===== src/rtl/bcd_display_pkg.sv =====
// rtl/bcd_display_pkg.sv - shared types and segment codes for the BCD display driver
package bcd_display_pkg;

  typedef enum logic [1:0] {
    ST_IDLE  = 2'd0,
    ST_SHIFT = 2'd1,
    ST_DONE  = 2'd2
  } state_e;

  localparam logic [6:0] SEG_BLANK = 7'h7F;
  localparam logic [6:0] SEG_DASH  = 7'h3F;

  // Active-low a..g codes, entry 9 first so that SEG_TABLE[d] is digit d.
  localparam logic [9:0][6:0] SEG_TABLE = {
    7'h10, 7'h00, 7'h78, 7'h02, 7'h12,
    7'h19, 7'h30, 7'h24, 7'h79, 7'h40
  };

  function automatic logic [6:0] seg_lookup(input logic [3:0] digit);
    if (digit > 4'd9) begin
      return SEG_BLANK;
    end
    return SEG_TABLE[digit];
  endfunction

endpackage


===== src/rtl/bcd_display_driver_if.sv =====
// rtl/bcd_display_driver_if.sv - start/result bundle between a requester and the display driver
interface bcd_display_driver_if #(
  parameter int WIDTH  = 10,
  parameter int DIGITS = 4
);
  logic                  start;
  logic [WIDTH-1:0]      bin;
  logic                  busy;
  logic                  done;
  logic                  overflow;
  logic [DIGITS*7-1:0]   hex;

  modport master (
    output start, bin,
    input  busy, done, overflow, hex
  );

  modport slave (
    input  start, bin,
    output busy, done, overflow, hex
  );
endinterface


===== src/rtl/seg7_encode.sv =====
// rtl/seg7_encode.sv - one BCD digit to active-low 7-segment code
module seg7_encode
  import bcd_display_pkg::*;
(
  input  logic [3:0] bcd_i,
  input  logic       blank_i,
  output logic [6:0] seg_o
);

  assign seg_o = blank_i ? SEG_BLANK : seg_lookup(bcd_i);

endmodule


===== src/rtl/bcd_display_driver.sv =====
// rtl/bcd_display_driver.sv - double-dabble binary to BCD conversion driving
// registered 7-segment outputs with leading-zero blanking and overflow dashes
module bcd_display_driver
  import bcd_display_pkg::*;
#(
  parameter int WIDTH    = 10,
  parameter int DIGITS   = 4,
  parameter bit BLANK_LZ = 1'b1
) (
  input  logic                 clk,
  input  logic                 rst,
  bcd_display_driver_if.slave  bus
);

  localparam int BW = 4 * DIGITS;
  localparam int CW = $clog2(WIDTH + 1);
  localparam logic [CW-1:0] LAST_SHIFT = CW'(WIDTH - 1);

  state_e              state_q, state_d;
  logic [WIDTH-1:0]    bin_q, bin_d;
  logic [BW-1:0]       bcd_q, bcd_d;
  logic [CW-1:0]       cnt_q, cnt_d;
  logic                ovf_flag_q, ovf_flag_d;
  logic [7*DIGITS-1:0] hex_q, hex_d;
  logic                ovf_q, ovf_d;

  logic [BW-1:0]       bcd_adj, bcd_shift;
  logic                carry_out;
  logic                accept, last_shift;
  logic                lz_seen;
  logic [DIGITS-1:0]   blank;
  logic [7*DIGITS-1:0] seg;
  logic                busy, done;

  assign accept     = bus.start && (state_q != ST_SHIFT);
  assign last_shift = (state_q == ST_SHIFT) && (cnt_q == LAST_SHIFT);

  always_ff @(posedge clk) begin
    if (rst) begin
      state_q <= ST_IDLE;
    end else begin
      state_q <= state_d;
    end
  end

  always_comb begin
    state_d = state_q;
    case (state_q)
      ST_IDLE:  if (bus.start) state_d = ST_SHIFT;
      ST_SHIFT: if (cnt_q == LAST_SHIFT) state_d = ST_DONE;
      ST_DONE:  state_d = bus.start ? ST_SHIFT : ST_IDLE;
      default:  state_d = ST_IDLE;
    endcase
  end

  always_comb begin
    busy = 1'b0;
    done = 1'b0;
    case (state_q)
      ST_SHIFT: busy = 1'b1;
      ST_DONE:  done = 1'b1;
      default:  ;
    endcase
  end

  // One double-dabble step: add-3 correction, then shift in the next bin MSB.
  always_comb begin
    bcd_adj = bcd_q;
    for (int k = 0; k < DIGITS; k++) begin
      if (bcd_q[4*k +: 4] >= 4'd5) begin
        bcd_adj[4*k +: 4] = bcd_q[4*k +: 4] + 4'd3;
      end
    end
    {carry_out, bcd_shift} = {bcd_adj, bin_q[WIDTH-1]};
  end

  always_comb begin
    bin_d      = bin_q;
    bcd_d      = bcd_q;
    cnt_d      = cnt_q;
    ovf_flag_d = ovf_flag_q;
    if (accept) begin
      bin_d      = bus.bin;
      bcd_d      = '0;
      cnt_d      = '0;
      ovf_flag_d = 1'b0;
    end else if (state_q == ST_SHIFT) begin
      bin_d      = bin_q << 1;
      bcd_d      = bcd_shift;
      cnt_d      = cnt_q + CW'(1);
      ovf_flag_d = ovf_flag_q | carry_out;
    end
  end

  always_ff @(posedge clk) begin
    if (rst) begin
      bin_q      <= '0;
      bcd_q      <= '0;
      cnt_q      <= '0;
      ovf_flag_q <= 1'b0;
    end else begin
      bin_q      <= bin_d;
      bcd_q      <= bcd_d;
      cnt_q      <= cnt_d;
      ovf_flag_q <= ovf_flag_d;
    end
  end

  // Display is built from the post-shift value so it lands with the DONE state.
  always_comb begin
    lz_seen = 1'b0;
    blank   = '0;
    for (int k = DIGITS - 1; k >= 0; k--) begin
      if (bcd_shift[4*k +: 4] != 4'd0) begin
        lz_seen = 1'b1;
      end
      blank[k] = BLANK_LZ && !lz_seen && (k != 0);
    end
  end

  for (genvar g = 0; g < DIGITS; g++) begin : g_digit
    seg7_encode u_seg (
      .bcd_i   (bcd_shift[4*g +: 4]),
      .blank_i (blank[g]),
      .seg_o   (seg[7*g +: 7])
    );
  end

  assign ovf_d = ovf_flag_q | carry_out;
  assign hex_d = ovf_d ? {DIGITS{SEG_DASH}} : seg;

  always_ff @(posedge clk) begin
    if (rst) begin
      hex_q <= {DIGITS{SEG_BLANK}};
      ovf_q <= 1'b0;
    end else if (last_shift) begin
      hex_q <= hex_d;
      ovf_q <= ovf_d;
    end
  end

  assign bus.busy     = busy;
  assign bus.done     = done;
  assign bus.overflow = ovf_q;
  assign bus.hex      = hex_q;

endmodule


===== src/flat_wrapper.sv =====
// flat-port wrapper written by rule: the top's interface ports become plain ports
module bcd_display_driver_flat import bcd_display_pkg::*;
#(
  parameter int WIDTH    = 10,
  parameter int DIGITS   = 4,
  parameter bit BLANK_LZ = 1'b1
)
  (clk, rst, bus_start, bus_bin, bus_busy, bus_done, bus_overflow, bus_hex);
  bcd_display_driver_if #(.WIDTH(WIDTH), .DIGITS(DIGITS)) bus_i ();
  input  logic clk;
  input  logic rst;
  input wire logic [$bits(bus_i.start)-1:0] bus_start;
  input wire logic [$bits(bus_i.bin)-1:0] bus_bin;
  output wire logic [$bits(bus_i.busy)-1:0] bus_busy;
  output wire logic [$bits(bus_i.done)-1:0] bus_done;
  output wire logic [$bits(bus_i.overflow)-1:0] bus_overflow;
  output wire logic [$bits(bus_i.hex)-1:0] bus_hex;
  assign bus_i.start = bus_start;
  assign bus_i.bin = bus_bin;
  assign bus_busy = bus_i.busy;
  assign bus_done = bus_i.done;
  assign bus_overflow = bus_i.overflow;
  assign bus_hex = bus_i.hex;
  bcd_display_driver #(.WIDTH(WIDTH), .DIGITS(DIGITS), .BLANK_LZ(BLANK_LZ)) u_core (.clk(clk), .rst(rst), .bus(bus_i));
endmodule

===== config.mk =====
export PLATFORM = sky130hd
export DESIGN_NAME = bcd_display_driver_flat
export DESIGN_NICKNAME = d
export VERILOG_FILES = /design/src/rtl/bcd_display_pkg.sv /design/src/rtl/bcd_display_driver_if.sv /design/src/rtl/seg7_encode.sv /design/src/rtl/bcd_display_driver.sv /design/src/flat_wrapper.sv
export SDC_FILE = /design/constraint.sdc
export NUM_CORES = 1
export LEC_CHECK = 0
export ABC_AREA = 1
export BUFFER_PORTS_ARGS = -buffer_cell sky130_fd_sc_hd__buf_4
export CORE_UTILIZATION = 59
export DETAILED_ROUTE_END_ITERATION = 10
export GPL_TIMING_DRIVEN = 0
export MAX_ROUTING_LAYER = met4
export PLACE_DENSITY = 0.8
export SETUP_SLACK_MARGIN = 0.15
export SYNTH_ARGS = -nofsm -noshare
export SYNTH_HDL_FRONTEND = slang
export SYNTH_SLANG_ARGS = --single-unit

===== constraint.sdc =====
create_clock -name clk -period 3.1 [get_ports clk]
set_input_delay 0.155 -clock clk [delete_from_list [all_inputs] [get_ports clk]]
set_output_delay 0.155 -clock clk [all_outputs]
set_load 0.01 [all_outputs]

==> impl_metrics.json <==
{
  "post_synthesis_cell_area_um2": 3836,
  "power.density_cell_area_nw_per_um2": 448.8,
  "timing.fmax_mhz": 382.4,
  "setup_viol": 0,
  "origin_of_the_worst_setup_path": "u_core.bcd_q[8]",
  "clock_sink_count": 62,
  "worstSetupStartpointType": "register",
  "first_iter_violations": 174,
  "design.portCount": 44,
  "vias_per_cell": 5.252,
  "layout.core_utilization_pct": 70.35,
  "r2r-start": "u_core.bcd_q[8]",
  "worst_ep_required_time_ns": 3.39,
  "setup_total_negative_slack_ns": 0,
  "detail_route.first_pass.iterations": 5,
  "tritoncts": "built",
  "number_of_antenna_violations_at_the_first_check_in_global_routing": 0,
  "post-route-min-period_ns": 2.615,
  "rsz0062_at_grt": "false",
  "floorplan.core_area_um2": 6314,
  "pin_count_of_the_biggest_net_entering_global_routing": 11,
  "worst_hold_path_type": "in2reg",
  "antenna_cells_inserted": 0,
  "arrival_ns": 2.90,
  "rows": 29,
  "residual_drc_count": 0,
  "ys_dominant_reg_cell": "sky130_fd_sc_hd__dfxtp_1",
  "port_buffers": 43,
  "worst_slew_pin_slew_ns": 0.6196,
  "grt_first_pass_wirelength_mm": 14.40,
  "drv.max_cap_violation_count": 0,
  "nets": 660,
  "relative_contribution_of_the_clock_network_to_total_power_pct": 35.0,
  "whs_ns": 0.07308,
  "min-delay-start": "bus_bin[0]",
  "routed-via-count": 3692,
  "grt_overflow": 0,
  "starting_utilization_of_the_core_area_pct": 60.76,
  "crit_path_max_fanout": 5,
  "final.setup_skew_ns": 0.006621,
  "clk-insertion-delay-late_ns": 0.34,
  "place.gp.congestion": 0.9333,
  "slew-limit-headroom_pct": 58.69,
  "synth_cell_type_count": 41,
  "synthesis.nets": 606,
  "ys_seq_area_share_pct": 32.35,
  "synthesized_area_per_cell_um2": 6.754,
  "timing_worst_setup_path_type": "reg2reg",
  "netSwitchingFraction_pct": 31.45,
  "number_of_warning_messages_in_the_yosys_log": 0,
  "total_power_w": 0.001993,
  "p_int_w": 0.001366,
  "clock_h_tree_levels": 3,
  "via_count_of_the_first_global_routing_pass": 3344,
  "cts_buffers": 9,
  "die_boundary_height_um": 82.64,
  "hold_viol_final": 0,
  "drtAntennaViolNets": 0,
  "seq_power_share_pct": 41.9,
  "synth_enable_flop_cells": 0,
  "die_area_um2": 6829,
  "clk_pin_slew_ns": 0.07,
  "dp.final_hpwl_mm": 6.531,
  "leakage_nw": 2.169,
  "cts-root-buf": "sky130_fd_sc_hd__clkbuf_8",
  "wl_per_cell_um": 12.94,
  "peakVddDrop_mv": 0.2868,
  "clock_path_buffers": 2,
  "grtUsageTotal_pct": 28.81,
  "drv_slew": 0,
  "endpoint_kind": "register",
  "synthToLayoutAreaGrowth_pct": 15.79,
  "most-common-layout-cells": "sky130_fd_sc_hd__nand2_1 (156), sky130_fd_sc_hd__inv_1 (80), sky130_fd_sc_hd__dfxtp_1 (62)",
  "outcome": "completed",
  "share_of_async_settable_or_async_resettable_flops_after_synthesis_pct": 0,
  "totalWireLength_mm": 9.098,
  "die_width_um": 82.64,
  "ys_ff_latch": 62,
  "drive_above_1_share_pct": 17.89,
  "power.share.combinational_pct": 23.1,
  "most_common_cell_after_layout_fill_and_taps_aside": "sky130_fd_sc_hd__nand2_1",
  "power.switching_w": 0.0006268,
  "n_fill_cell": 570,
  "synth_cells": 568,
  "timing.final.crit_share_pct": 84.35
}
## kinds of logic after synthesis
family                     Yosys count  share of synthesized area [%]
adders and majority gates           25                          8.154
xor gates and xnor gates             3                         0.8808
and+or+nand+nor                    266                          32.06
buffers and inverters              108                          11.64
AOI/OAI and AO/OA                  104                          14.91
DFF                                 62                          32.35
## synth_stat cells, types with 2 or more instances
cell                         n  area [µm²]
sky130_fd_sc_hd__a21oi_2     8       70.07
sky130_fd_sc_hd__o21ai_1    33       165.2
sky130_fd_sc_hd__nand2_1   156       585.6
sky130_fd_sc_hd__inv_2      10       37.54
sky130_fd_sc_hd__buf_6       4       45.04
sky130_fd_sc_hd__nor2_8      2       40.04
sky130_fd_sc_hd__or2_2       2       12.51
sky130_fd_sc_hd__nand4_1     6       37.54
sky130_fd_sc_hd__inv_4       2       12.51
sky130_fd_sc_hd__buf_1       2       7.510
sky130_fd_sc_hd__nor3_1      2       10.01
sky130_fd_sc_hd__nand3_1    39       195.2
sky130_fd_sc_hd__o221ai_1    3       26.28
sky130_fd_sc_hd__nand2_4     2       22.52
sky130_fd_sc_hd__dfxtp_1    62        1241
sky130_fd_sc_hd__a21oi_1    42       210.2
sky130_fd_sc_hd__clkbuf_1    4       15.01
sky130_fd_sc_hd__ha_1       25       312.8
sky130_fd_sc_hd__inv_1      80       300.3
sky130_fd_sc_hd__or2_1       4       25.02
sky130_fd_sc_hd__nor2_1     31       116.4
sky130_fd_sc_hd__nor2_2      2       12.51
sky130_fd_sc_hd__o21ai_0    14       70.07
sky130_fd_sc_hd__buf_2       5       25.02
sky130_fd_sc_hd__nand3_2     3       30.03
sky130_fd_sc_hd__xor2_1      2       17.52
sky130_fd_sc_hd__nand2_2     9       56.30
## worst max-delay path, stage by stage (launching register included)
cell and delay, ns:
sky130_fd_sc_hd__dfxtp_1 0.46, sky130_fd_sc_hd__inv_1 0.11, sky130_fd_sc_hd__ha_1 0.23, sky130_fd_sc_hd__inv_1 0.07
sky130_fd_sc_hd__nand2_2 0.09, sky130_fd_sc_hd__nand2_1 0.09, sky130_fd_sc_hd__nand2_1 0.08, sky130_fd_sc_hd__o21ai_2 0.29
sky130_fd_sc_hd__inv_1 0.14, sky130_fd_sc_hd__ha_1 0.24, sky130_fd_sc_hd__or2_2 0.30, sky130_fd_sc_hd__nand2_1 0.08
sky130_fd_sc_hd__nand2_1 0.07, sky130_fd_sc_hd__nand2_1 0.09, sky130_fd_sc_hd__inv_2 0.06, sky130_fd_sc_hd__nand2_1 0.06
sky130_fd_sc_hd__nand2_1 0.05, sky130_fd_sc_hd__nand2_1 0.06
## flip-flops by register name, summed over array words and instances (netlist names)
| signal | cells |
|---|---|
| u_core.bcd_q | 16 |
| u_core.bin_q | 10 |
| u_core.bus.hex | 28 |
| u_core.bus.overflow | 1 |
| u_core.cnt_q | 4 |
| u_core.ovf_flag_q | 1 |
| u_core.state_q | 2 |
## power groups by stage
stage	Combinational [W]	Sequential, W	Clock, W
floorplan	0.000351	0.000850	0
global placement	0.000438	0.000852	0
detailed placement	0.000449	0.000853	0
CTS	0.000454	0.000835	0.000703
global route	0.000523	0.000838	0.000741
finish	0.000460	0.000835	0.000698
## layout make-up
| cell class | count | area, µm² | share of cell area [%] |
|---|---|---|---|
| clock inverters | 1 | 30.03 | 0.6761 |
| clock buffers | 14 | 152.6 | 3.437 |
| well taps | 77 | 96.34 | 2.169 |
| flip-flops and latches | 62 | 1241 | 27.94 |
| repair buffers | 43 | 322.8 | 7.268 |
| multi-input cells | 398 | 2152 | 48.45 |
| inverters | 93 | 354.1 | 7.972 |
| plain buffers | 15 | 92.59 | 2.085 |
## metal layers
layer  GRT usage [%]  wire (µm)
met1           33.53       4007
met2           48.18       4491
met3           5.275        424
met4           13.10        174
met5               -          0
## metrics by stage
| stage | instance area, µm² | setup WS [ns] | std cells |
|---|---|---|---|
| 4_1_cts | 4438 | 0.3580 | 703 |
| 2_1_floorplan | 3836 | 0.8568 | 568 |
| 3_5_place_dp | 4255 | 0.4139 | 688 |
| 3_3_place_gp | 4255 | 0.5017 | 688 |
| 6_report | 4442 | 0.4852 | 703 |
| 5_1_grt | 4442 | 0.2310 | 703 |
## path summary, 6_finish.rpt
| check | to | slack, ns | cells after the start |
|---|---|---|---|
| max | u_core.bus.hex[27] | 0.49 | 17 |
| min reg2reg | u_core.bus.hex[21] | 0.47 | 2 |
| min | u_core.bin_q[0] | 0.07 | 3 |
| max reg2reg | u_core.bus.hex[27] | 0.49 | 17 |
## what timing repair did
item                                    in CTS  in global routing
endpoints found under the setup margin       0                  7
setup buffers                                0                  0
gates resized for setup                      0                  1
hold buffers                                 0                  0
Power figures use the tool's default switching activity.
